**config.mk**
```make
export PLATFORM = sky130hd
export DESIGN_NAME = instr_sequencer
export DESIGN_NICKNAME = d
export VERILOG_FILES = /design/src/rtl/instr_sequencer.sv
export SDC_FILE = /design/constraint.sdc
export NUM_CORES = 1
export LEC_CHECK = 0
export CAP_MARGIN = 20
export CORE_AREA = 3 3 110 133
export DETAILED_ROUTE_END_ITERATION = 16
export DIE_AREA = 0 0 113 136
export GPL_ROUTABILITY_DRIVEN = 1
export PLACE_DENSITY = 0.46
export SETUP_SLACK_MARGIN = 0.05
export SLEW_MARGIN = 20
export SYNTH_ARGS = -nofsm -noshare
export SYNTH_HDL_FRONTEND = slang
export SYNTH_SLANG_ARGS = --single-unit
export TNS_END_PERCENT = 1
```
**constraint.sdc**
```tcl
create_clock -name clk_i -period 2.2 [get_ports clk_i]
set_input_delay 0.22 -clock clk_i [delete_from_list [all_inputs] [get_ports clk_i]]
set_output_delay 0.22 -clock clk_i [all_outputs]
set_load 0.05 [all_outputs]
```
**src/rtl/instr_sequencer.sv**
```systemverilog
// Multi-cycle fetch/decode/execute/writeback sequencer for the accumulator core.
// Owns PC and instruction register. It fires each decoder strobe once per
// instruction, runs the data-memory handshake and resolves conditional branches.
module instr_sequencer #(
  parameter int PCW         = 10,
  parameter int IW          = 9,
  parameter int MEM_TIMEOUT = 15
) (
  input  logic           clk_i,
  input  logic           rst_ni,
  input  logic           start_i,
  input  logic [PCW-1:0] prog_len_i,
  input  logic [IW-1:0]  imem_rdata_i,
  output logic [PCW-1:0] imem_addr_o,
  output logic [IW-1:0]  instr_o,
  input  logic           dec_branch_i,
  input  logic           dec_memwrite_i,
  input  logic           dec_memtoreg_i,
  input  logic           dec_regwrite_i,
  input  logic           zero_flg_i,
  input  logic           less_flg_i,
  input  logic [PCW-1:0] branch_target_i,
  output logic           reg_we_o,
  output logic           flag_we_o,
  output logic           dmem_req_o,
  output logic           dmem_we_o,
  input  logic           dmem_ready_i,
  output logic           busy_o,
  output logic           done_o,
  output logic           fault_o,
  output logic [15:0]    instr_count_o
);

  localparam int            CW      = $clog2(MEM_TIMEOUT + 1);
  localparam logic [CW-1:0] TIMEOUT = CW'(MEM_TIMEOUT);
  localparam logic [3:0]    OP_CMP  = 4'b1001;
  localparam logic [3:0]    OP_BEQ  = 4'b1011;
  localparam logic [3:0]    OP_BGE  = 4'b1100;
  localparam logic [3:0]    OP_BLE  = 4'b1101;

  typedef enum logic [2:0] {
    S_IDLE, S_FETCH, S_DECODE, S_EXEC, S_MEM, S_WB, S_DONE
  } state_e;

  state_e         state_q;
  logic [PCW-1:0] pc_q, pc_d;
  logic [IW-1:0]  instr_q;
  logic [15:0]    count_q;
  logic [CW-1:0]  wait_q;
  logic           taken_q, fault_q, busy_q, done_q;
  logic           reg_we_q, dmem_req_q, dmem_we_q;
  logic [3:0]     op;
  logic           br_taken;

  assign op = instr_q[IW-1:IW-4];

  // Branch condition from the flags as presented during EXEC
  assign br_taken = ((op == OP_BEQ) & zero_flg_i)
                  | ((op == OP_BGE) & ~less_flg_i)
                  | ((op == OP_BLE) & (less_flg_i | zero_flg_i));

  // Next PC used in WB; the increment wraps at 2^PCW
  assign pc_d = taken_q ? branch_target_i : pc_q + PCW'(1);

  // Main FSM; strobes, busy and done are registered on state entry
  always_ff @(posedge clk_i or negedge rst_ni) begin
    if (!rst_ni) begin
      state_q    <= S_IDLE;
      pc_q       <= '0;
      instr_q    <= '0;
      count_q    <= '0;
      wait_q     <= '0;
      taken_q    <= 1'b0;
      fault_q    <= 1'b0;
      busy_q     <= 1'b0;
      done_q     <= 1'b0;
      reg_we_q   <= 1'b0;
      dmem_req_q <= 1'b0;
      dmem_we_q  <= 1'b0;
    end else begin
      reg_we_q <= 1'b0;
      unique case (state_q)
        S_IDLE, S_DONE: begin
          if (start_i) begin
            pc_q    <= '0;
            count_q <= '0;
            fault_q <= 1'b0;
            if (prog_len_i == '0) begin
              state_q <= S_DONE;
              busy_q  <= 1'b0;
              done_q  <= 1'b1;
            end else begin
              state_q <= S_FETCH;
              busy_q  <= 1'b1;
              done_q  <= 1'b0;
            end
          end
        end
        S_FETCH: state_q <= S_DECODE;
        S_DECODE: begin
          instr_q <= imem_rdata_i;
          state_q <= S_EXEC;
        end
        S_EXEC: begin
          if (dec_branch_i) begin
            taken_q <= br_taken;
            state_q <= S_WB;
          end else if (dec_memwrite_i | dec_memtoreg_i) begin
            taken_q    <= 1'b0;
            wait_q     <= '0;
            dmem_req_q <= 1'b1;
            dmem_we_q  <= dec_memwrite_i;
            state_q    <= S_MEM;
          end else begin
            taken_q  <= 1'b0;
            reg_we_q <= dec_regwrite_i;
            state_q  <= S_WB;
          end
        end
        S_MEM: begin
          // Ready wins over timeout when both land in the same cycle
          if (dmem_ready_i) begin
            dmem_req_q <= 1'b0;
            dmem_we_q  <= 1'b0;
            reg_we_q   <= dec_regwrite_i & ~dec_memwrite_i;
            state_q    <= S_WB;
          end else if (wait_q == TIMEOUT) begin
            dmem_req_q <= 1'b0;
            dmem_we_q  <= 1'b0;
            fault_q    <= 1'b1;
            busy_q     <= 1'b0;
            done_q     <= 1'b1;
            state_q    <= S_DONE;
          end else begin
            wait_q <= wait_q + CW'(1);
          end
        end
        S_WB: begin
          pc_q <= pc_d;
          if (count_q != 16'hFFFF) count_q <= count_q + 16'd1;
          if (pc_d >= prog_len_i) begin
            busy_q  <= 1'b0;
            done_q  <= 1'b1;
            state_q <= S_DONE;
          end else begin
            state_q <= S_FETCH;
          end
        end
        default: state_q <= S_IDLE;
      endcase
    end
  end

  // flag_we follows the decoder, which settles from instr_q held through EXEC
  assign flag_we_o = (state_q == S_EXEC) & ~dec_branch_i & ~dec_memwrite_i
                   & ~dec_memtoreg_i & (op == OP_CMP);

  assign imem_addr_o   = pc_q;
  assign instr_o       = instr_q;
  assign reg_we_o      = reg_we_q;
  assign dmem_req_o    = dmem_req_q;
  assign dmem_we_o     = dmem_we_q;
  assign busy_o        = busy_q;
  assign done_o        = done_q;
  assign fault_o       = fault_q;
  assign instr_count_o = count_q;

endmodule

```
==> metrics.md, run 1 <==
| Metric | Value |
|---|---|
| Status | finished, violations left |
| Failing checks | setup timing |
| Initial Util | 0.229 |
| Top-count cell post-synth | dfrtp_1 |
| Syn_nets | 377 |
| Final setup fails | 1 |
| Drt first pass iters | 5 |
| Cell taking the most area after synthesis | dfrtp_1 |
| Worst-path cell chain | buf_12, buf_4, nand3_1, xor2_1, o21ai_2, ha_4, a41oi_2, o22ai_2, a211o_1, a22o_1 |
| Avg Cell Area, Syn | 9.39 um2 |
| CTS tree | done |
| Max Clock Freq | 0.443 GHz |
| Cells after synthesis | 325 |
| Share of layout cells above drive strength 1 | 0.274 |
| Chip height | 136 um |
| Slew Limit Headroom | 0.640 |
| Critical path's top delay family | compound AO/OA/AOI/OAI gates |
| Setup WS post-layout | -0.0592 ns |
| Pwr Total | 5.75 mW |
| I/O pins | 81 |
| CTS sink cnt | 49 |
| Total CTS buffers | 5 |
| Sequential-to-total area share from yosys stat | 0.402 |
| Netlist cell types | 53 |
| Area growth from synthesis to layout | 55.8% |
| Dpl cell area | 4410 um2 |
| Total grt overflow | 0 |
| CTS Root Cell | clkbuf_16 |
| Final worst-path cycle share | 1.03 |
| Worst-path fanout max | 4 |
| GP Congestion | 0.825 |
| Slowest cell on crit path | dfrtp_2 |
| Pin count of the biggest net entering global routing | 20 |
| Post-DRT Antenna Nets | 0 |
| Storage cell area | 1240 um2 |
| HPWL Detailed | 7090 um |
| Count of final max-slew check failures | 0 |
| Clk_skew | 0.00938 ns |
| Worst path bufs/invs | 2 |
| Worst Setup SP | imem_addr_o[3] |
| Yosys warning count | 0 |
| Ant. Diodes | 0 |
| H-tree levels | 2 |
| Clk slew on worst S/H paths | 0.07 ns |
| Placed cell count | 597 |
| Avg WL per Cell | 14.7 um |
| Core Region | 13400 um2 |
| FF-to-FF setup slack | -0.06 ns |
| Maximum root-to-sink buffer count | 2 |
| Pwr dens | 1210 nW/um2 |
| Post-DR vias/cell | 4.63 |
| Critical path type | flop to flop |
| Synth top cells by count | 49 x dfrtp_1, 47 x nand2_1, 27 x nor2_1, 18 x o21ai_0 |
| First-pass GRT wire length | 15000 um |
| Max-Cap Viols | 0 |
| Vias | 2827 |
| Total Die Area | 15400 um2 |
| EDFF count, synth | 0 |
| Crit-path max cell delay | 0.41 ns |
| Site Rows | 46 |
| Post-Layout Cell Count | 610 |
| Initial antenna violation count | 0 |
| Hold WC Path Type | input pin to async pin |
| Nets | 493 |
| Cell Area, Synth | 3050 um2 |
| Worst EP required | 2.38 ns |
| Final Critical Period | 2.26 ns |
| Synth area leaders | dfrtp_1 40%, nand2_1 5.8%, ha_1 5.3% |
| WP data arrival | 2.44 ns |
| Async set-reset flop share out of synthesis | 1.00 |
| Launching point of the worst reg2reg path | imem_addr_o[3] |
| Vias in the first global route | 2994 |
| Global-route usage over all layers | 0.120 |
| Top_reg_cell synth | dfrtp_1 |
| Worst-margin pin slew | 0.535 ns |
| Clk Latency, worst-skew pair | 0.29 ns |
| RSZ-0062 raised after global routing | true |
| Worst VDD drop | 0.572 mV |
| Crit. End Element | flop |
| Final non-filler cell area | 4750 um2 |
| Buffers on Ports | 80 |
| Number of fill cells | 1360 |
| Post-synthesis register bit count | 49 |
| Pleak | 1.90 nW |
| Final hold viol count | 0 |
| Startpoint types | flop |
| DRT Wirelength | 8990 um |
| Remaining DRCs | 0 |
| Yosys top cell area share | 0.402 |
| Starting DRT DRC Count | 112 |
| Multi-input gate area | 1940 um2 |
| Die X | 113 um |
-- cells by family after synthesis --
logic type / count (synthesis) / synth area share
buffers and inverters: 29 / 0.0414
XOR/XNOR: 20 / 0.0574
flip-flops: 49 / 0.402
AO/OA/AOI/OAI: 72 / 0.176
adder cells (fa/ha/maj): 13 / 0.0533
AND/OR/NAND/NOR: 127 / 0.215
multiplexers: 15 / 0.0549
-- routing by layer --
| metal | routed length, um | GRT usage | vias to the layer above |
|---|---|---|---|
| li1 | - | - | 1401 |
| met1 | 3900 | 0.146 | 1365 |
| met2 | 4640 | 0.213 | 52 |
| met3 | 339 | 0.0236 | 9 |
| met4 | 114 | 0.0374 | 0 |
| met5 | 0 | 0 | - |
-- path summary, 6_finish.rpt --
path                                   to  cells past startpoint
max                                done_o                     10
min                        imem_addr_o[6]                      2
max reg2reg                        done_o                     10
min reg2reg                    dmem_req_o                      1
max in group asynchronous  imem_addr_o[1]                      3
min in group clk_i             dmem_req_o                      1
-- through the flow --
step / TNS, ns / setup slack [ns] / hold slack (ns) / util
2_1_floorplan: -0.172 / -0.106 / -0.0756 / -
3_3_place_gp: -0.225 / -0.123 / 0.200 / 0.330
3_5_place_dp: -0.327 / -0.144 / 0.198 / 0.330
4_1_cts: -0.0414 / -0.0414 / 0.426 / 0.353
5_1_grt: -0.308 / -0.135 / 0.455 / 0.356
6_report: -0.0592 / -0.0592 / 0.405 / 0.356
-- worst register-to-register path, delay by kind of cell (launching register included) --
family / cells / cell delay [ns]
DFF: 1 / 0.41
adders and majority gates: 1 / 0.25
and+or+nand+nor: 1 / 0.07
xor gates and xnor gates: 1 / 0.18
AOI/OAI and AO/OA: 5 / 1.03
buffers and inverters: 2 / 0.21
-- where the power goes --
part / internal, mW / switching, mW
Clock: 0.460 / 0.360
Combinational: 1.50 / 1.97
Sequential: 1.18 / 0.272
-- registers in the layout (all words and copies together), names as in the netlist --
name	cells
wait_q	4
dmem_we_o	1
state_q	3
instr_o	9
taken_q	1
done_o	1
fault_o	1
busy_o	1
dmem_req_o	1
instr_count_o	16
reg_we_o	1
imem_addr_o	10
-- timing repair --
item,in CTS,in global routing
pin swaps,12,8
hold buffers,1,0
setup buffers,3,1
resized for setup,21,4
hold endpoints to repair,17,0
setup endpoints to repair,6,6
-- layout by cell type (no fill, tap or decap), drive strengths merged, types with 4 or more instances in the layout --
cell type / netlist / final
clkdlybuf4s50: 0 / 78
dfrtp: 49 / 49
nand2: 47 / 47
buf: 4 / 43
nor2: 30 / 30
o21ai: 19 / 19
inv: 16 / 17
xnor2: 16 / 16
mux2: 14 / 14
a21oi: 14 / 14
ha: 13 / 13
nand3: 10 / 10
nor3: 8 / 8
o2bb2ai: 6 / 6
clkbuf: 9 / 6
nor4: 6 / 6
a211oi: 6 / 6
and3: 5 / 5
a311oi: 5 / 5
xor2: 4 / 4
-- area by class of cell --
class	instances	area share
Sequential cell	49	0.260
Tap cell	168	0.0442
Timing Repair Buffer	122	0.242
Clock inverter	2	0.00368
Inverter	16	0.0126
Multi-Input combinational cell	247	0.408
Clock buffer	6	0.0292
Note: power is estimated with default switching activity, not from simulation.
==> run 2, diff against run 1 <==
--- a/config.mk
+++ b/config.mk
@@ -10,6 +10,7 @@
 export DETAILED_ROUTE_END_ITERATION = 16
 export DIE_AREA = 0 0 113 136
 export GPL_ROUTABILITY_DRIVEN = 1
+export GPL_TIMING_DRIVEN = 0
 export PLACE_DENSITY = 0.46
 export SETUP_SLACK_MARGIN = 0.05
 export SLEW_MARGIN = 20
==> run 2 against run 1 <==
Against the previous run:
- the run still ends with setup timing left
- register-to-register slack got worse by 0.04 ns
- via count fell by 4.2%
- global-route usage fell by 0.27 points
- highest routed layer unchanged
- design area fell by 6.4%
- maximum frequency fell by 1.7%
- sequential share of layout area rose by 1.8 points
- routed wire length fell by 1.5%
==> metrics.md, run 2 (same netlist as run 1, synthesis figures left out) <==
| Metric | Value |
|---|---|
| Final Critical Period | 2.30 ns |
| Core Region | 13400 um2 |
| Place WS | -0.449 ns |
| Site Rows | 46 |
| Failing checks | setup timing |
| Clk Latency, worst-skew pair | 0.29 ns |
| Startpoint types | flop |
| Worst hold margin | 0.476 ns |
| Slew Limit Headroom | 0.547 |
| Most frequent cells in the layout | 78 x clkdlybuf4s50_1, 45 x nand2_1, 40 x dfrtp_1, 25 x nor2_1 |
| Total Die Area | 15400 um2 |
| Worst VDD drop | 0.771 mV |
| Remaining DRCs | 0 |
| Commonest non-fill, non-tap cell in the layout | clkdlybuf4s50_1 |
| Pwr Total | 5.35 mW |
| Pleak | 1.73 nW |
| Final hold viol count | 0 |
| I/O pins | 81 |
| Post-DRT Antenna Nets | 0 |
| Slowest cell on crit path | dfrtp_2 |
| Starting DRT DRC Count | 105 |
| Final worst-path cycle share | 1.04 |
| Worst-margin pin slew | 0.679 ns |
| Max reg flops | 16 |
| Worst Setup SP | imem_addr_o[1] |
| Pin count of the biggest net entering global routing | 50 |
| Area growth from synthesis to layout | 45.8% |
| DRT Wirelength | 8860 um |
| Worst-path fanout max | 4 |
| Nets | 471 |
| Status | finished, violations left |
| Post-DR vias/cell | 4.61 |
| Critical path type | flop to flop |
| Worst-path cell chain | ha_4, mux2_2, ha_1, a211oi_2, o22ai_2, a211o_1, a22o_1 |
| H-tree levels | 2 |
| HPWL Detailed | 6690 um |
| Maximum root-to-sink buffer count | 2 |
| Vias in the first global route | 2891 |
| Crit. End Element | flop |
| CTS Root Cell | clkbuf_16 |
| Post-Layout Cell Count | 588 |
| FF-to-FF setup slack | -0.1 ns |
| Worst path bufs/invs | 0 |
| Hold WC Path Type | input pin to flop |
| Initial antenna violation count | 0 |
| Final non-filler cell area | 4450 um2 |
| CTS sink cnt | 49 |
| Vias | 2708 |
| Pwr dens | 1200 nW/um2 |
| Buffers on Ports | 80 |
| Total grt overflow | 0 |
| Share of layout cells above drive strength 1 | 0.217 |
| Placed cell count | 573 |
| Setup WS post-layout | -0.0987 ns |
| Ant. Diodes | 0 |
| Initial Util | 0.229 |
| Total CTS buffers | 5 |
| Max Clock Freq | 0.435 GHz |
| Clk_skew | 0.00713 ns |
| Die X | 113 um |
| Global-route usage over all layers | 0.117 |
| Dpl cell area | 4170 um2 |
| Crit-path max cell delay | 0.46 ns |
| Chip height | 136 um |
| Launching point of the worst reg2reg path | imem_addr_o[1] |
| Final setup fails | 1 |
| Clk slew on worst S/H paths | 0.07 ns |
| WP data arrival | 2.48 ns |
| CTS tree | done |
| First-pass GRT wire length | 14600 um |
| RSZ-0062 raised after global routing | true |
| GP Congestion | 0.791 |
| Critical path's top delay family | compound AO/OA/AOI/OAI gates |
| Worst EP required | 2.38 ns |
| Hold path start | dec_regwrite_i |
| Drt first pass iters | 4 |
| Max-Cap Viols | 0 |
| Count of final max-slew check failures | 0 |
| Avg WL per Cell | 15.1 um |
run 2: metrics by stage:
| step | TNS, ns | utilization |
|---|---|---|
| finish | -0.0987 | 0.333 |
| global route | -0.460 | 0.333 |
| CTS | -3.65 | 0.326 |
| detailed placement | -9.44 | 0.312 |
| global placement | -46.16 | 0.312 |
| floorplan | -0.172 | - |
run 2: path summary, 6_finish.rpt:
path,endpoint,cells after the start
min in group asynchronous,imem_addr_o[7],2
max in group asynchronous,imem_addr_o[2],2
max,done_o,7
min,reg_we_o,2
max reg2reg,done_o,7
min reg2reg,dmem_req_o,1
run 2: timing repair:
| action | CTS | global route |
|---|---|---|
| setup buffers | 0 | 6 |
| endpoints found under the setup margin | 28 | 37 |
| hold endpoints to repair | 39 | 0 |
| pin swaps | 1 | 2 |
| resized for setup | 21 | 16 |
| hold buffers | 1 | 0 |
run 2: cell type report:
type,count,area (um2)
buffer,13,76.3
clock buffer,6,129
clock inverter,2,15.0
fill,1459,8900
inverter,16,60.1
multi-input combinational,247,1870
sequential,49,1240
tap,168,210
timing repair buffer,87,851
run 2: per-layer routing:
metal / part of all wire / up-vias / track usage
met5: 0 / - / 0
li1: - / 1359 / -
met1: 0.44 / 1283 / 0.141
met3: 0.045 / 10 / 0.0245
met2: 0.50 / 56 / 0.210
met4: 0.015 / 0 / 0.0334
run 2: where the power goes:
| part | internal [mW] | leakage, nW | switching [mW] |
|---|---|---|---|
| logic | 1.22 | 1.03 | 1.90 |
| registers | 1.19 | 0.631 | 0.273 |
| clock network | 0.423 | 0.0631 | 0.354 |
| total | 2.83 | 1.73 | 2.52 |
==> run 3, diff against run 2 <==
--- a/config.mk
+++ b/config.mk
@@ -5,13 +5,13 @@
 export SDC_FILE = /design/constraint.sdc
 export NUM_CORES = 1
 export LEC_CHECK = 0
-export CAP_MARGIN = 20
-export CORE_AREA = 3 3 110 133
+export CORE_AREA = 3 3 90 109
 export DETAILED_ROUTE_END_ITERATION = 16
-export DIE_AREA = 0 0 113 136
+export DIE_AREA = 0 0 93 112
 export GPL_ROUTABILITY_DRIVEN = 1
 export GPL_TIMING_DRIVEN = 0
-export PLACE_DENSITY = 0.46
+export HOLD_SLACK_MARGIN = 0.15
+export PLACE_DENSITY = 0.63
 export SETUP_SLACK_MARGIN = 0.05
 export SLEW_MARGIN = 20
 export SYNTH_ARGS = -nofsm -noshare
==> run 3 against run 2 <==
Against the previous run:
- the run still ends with setup timing left
- clock power shrank 29%
- setup slack gained 0.038 ns
- critical path depth is the same
- largest cell class unchanged
- utilization grew 15 points
==> metrics.md, run 3 (same netlist as run 1, synthesis figures left out) <==
| Metric | Value |
|---|---|
| Multi-input gate area | 1870 um2 |
| Pwr dens | 1180 nW/um2 |
| CTS tree | done |
| Setup WS post-layout | -0.0602 ns |
| Slew Limit Headroom | 0.568 |
| Site Rows | 38 |
| Share of layout cells above drive strength 1 | 0.210 |
| Met3 WL | 368 um |
| Core Region | 8940 um2 |
| Starting DRT DRC Count | 65 |
| Switching portion of total power | 0.481 |
| Worst VDD drop | 0.777 mV |
| Area growth from synthesis to layout | 42.9% |
| Total Die Area | 10400 um2 |
| Storage cell area | 1240 um2 |
| Worst EP required | 2.41 ns |
| Nets | 474 |
| Pwr Total | 5.16 mW |
| Maximum root-to-sink buffer count | 2 |
| Max Clock Freq | 0.442 GHz |
| Power Internal | 2.68 mW |
| Count of final max-slew check failures | 0 |
| Met2 WL | 4070 um |
| I/O pins | 81 |
| Drt first pass iters | 5 |
| Number of fill cells | 875 |
| Clk pwr share | 0.107 |
| Total grt overflow | 0 |
| Most frequent cells in the layout | 78 x clkdlybuf4s50_1, 44 x nand2_1, 40 x dfrtp_1, 27 x nor2_1 |
| Max reg flops | 16 |
| Post-Route M1 WL | 3420 um |
| Clk slew on worst S/H paths | 0.10 ns |
| RSZ-0062 raised after global routing | true |
| Seq pwr share | 0.280 |
| Die X | 93 um |
| Status | finished, violations left |
| Worst hold margin | 0.456 ns |
| Final setup fails | 1 |
| Hold WC Path Type | input pin to async pin |
| Initial antenna violation count | 0 |
| Pin count of the biggest net entering global routing | 50 |
| Vias | 2811 |
| Ant. Diodes | 0 |
| Sum of negative setup slack | -0.0602 ns |
| Post-DR vias/cell | 5.18 |
| Max-Cap Viols | 0 |
| Chip height | 112 um |
| Worst-path fanout max | 3 |
| Total CTS buffers | 5 |
| Final worst-path cycle share | 1.03 |
| Remaining DRCs | 0 |
| Comb power frac | 0.613 |
| Global-route usage over all layers | 0.155 |
| Worst-margin pin slew | 0.643 ns |
| GP Congestion | 0.795 |
| Sw Pwr | 2.48 mW |
| Placed cell count | 525 |
| CTS Root Cell | clkbuf_8 |
| Failing checks | setup timing |
| CTS sink cnt | 49 |
| Vias in the first global route | 2765 |
| Crit. End Element | flop |
| Place WS | -0.445 ns |
| Final hold viol count | 0 |
| Critical path type | flop to flop |
| Buffers on Ports | 80 |
| Post-DRT Antenna Nets | 0 |
| First-pass GRT wire length | 13300 um |
| Startpoint types | flop |
| WP data arrival | 2.47 ns |
| Pleak | 1.72 nW |
| Commonest non-fill, non-tap cell in the layout | clkdlybuf4s50_1 |
| H-tree levels | 2 |
| Avg WL per Cell | 14.7 um |
| Highest metal used | met4 |
| Final Critical Period | 2.26 ns |
| Clk_skew | 0.00654 ns |
| HPWL Detailed | 5970 um |
| DRT Wirelength | 8010 um |
| Post-Layout Cell Count | 543 |
| Initial Util | 0.341 |
| Clk Latency, worst-skew pair | 0.31 ns |
## run 3: cell count changes in the layout (fill, tap and decap cells not counted), sizes merged
cell	previous run	this run
buf	12	15
## run 3: area by class of cell
type,instances,area share
Buffer,13,0.0184
Tap cell,120,0.0344
Inverter,16,0.0138
Multi-Input combinational cell,247,0.429
Clock inverter,2,0.00344
Sequential cell,49,0.284
Timing Repair Buffer,90,0.200
Clock buffer,6,0.0166
## run 3: routing by layer
metal | vias to the layer above | global-route usage
li1 | 1362 | -
met5 | - | 0
met1 | 1367 | 0.195
met4 | 0 | 0.0499
met3 | 13 | 0.0304
met2 | 69 | 0.264
## run 3: what timing repair did
| action | CTS | global route |
|---|---|---|
| pin swaps | 0 | 13 |
| cloned | 0 | 0 |
| setup endpoints to repair | 27 | 13 |
| hold buffers | 1 | 0 |
| hold endpoints to repair | 49 | 0 |
| setup buffers | 5 | 4 |
| resized for setup | 17 | 15 |
## run 3: critical path, stage by stage (launching register included)
cell      delay [ns]
dfrtp_2         0.45
ha_4            0.24
mux2_2          0.29
ha_4            0.22
a211oi_2        0.27
o22ai_2         0.12
a211o_1         0.33
a22o_1          0.23
## run 3: final timing paths
path                                     start             end  slack (ns)  cells past startpoint
worst max-delay path            imem_addr_o[1]          done_o       -0.06                      7
worst min-delay path                    rst_ni      instr_o[4]        0.46                      2
worst max register to register  imem_addr_o[1]          done_o       -0.06                      7
worst min register to register      dmem_req_o      dmem_req_o        0.50                      1
max in group asynchronous               rst_ni  imem_addr_o[2]        1.28                      2
min in group clk_i              dec_regwrite_i        reg_we_o        0.46                      2
## run 3: power by group through the flow
stage / combinational [mW] / sequential (mW) / clock, mW
after global routing: 3.42 / 1.49 / 0.599
after global placement: 2.85 / 1.48 / 0
final: 3.16 / 1.45 / 0.552
after CTS: 3.03 / 1.45 / 0.570
after floorplan: 1.29 / 2.19 / 0
after detailed placement: 2.89 / 1.49 / 0
## run 3: through the flow
| step | instance area, um2 | util |
|---|---|---|
| floorplan | 3160 | - |
| global placement | 4110 | 0.460 |
| detailed placement | 4110 | 0.459 |
| CTS | 4270 | 0.478 |
| global route | 4360 | 0.488 |
| finish | 4360 | 0.488 |
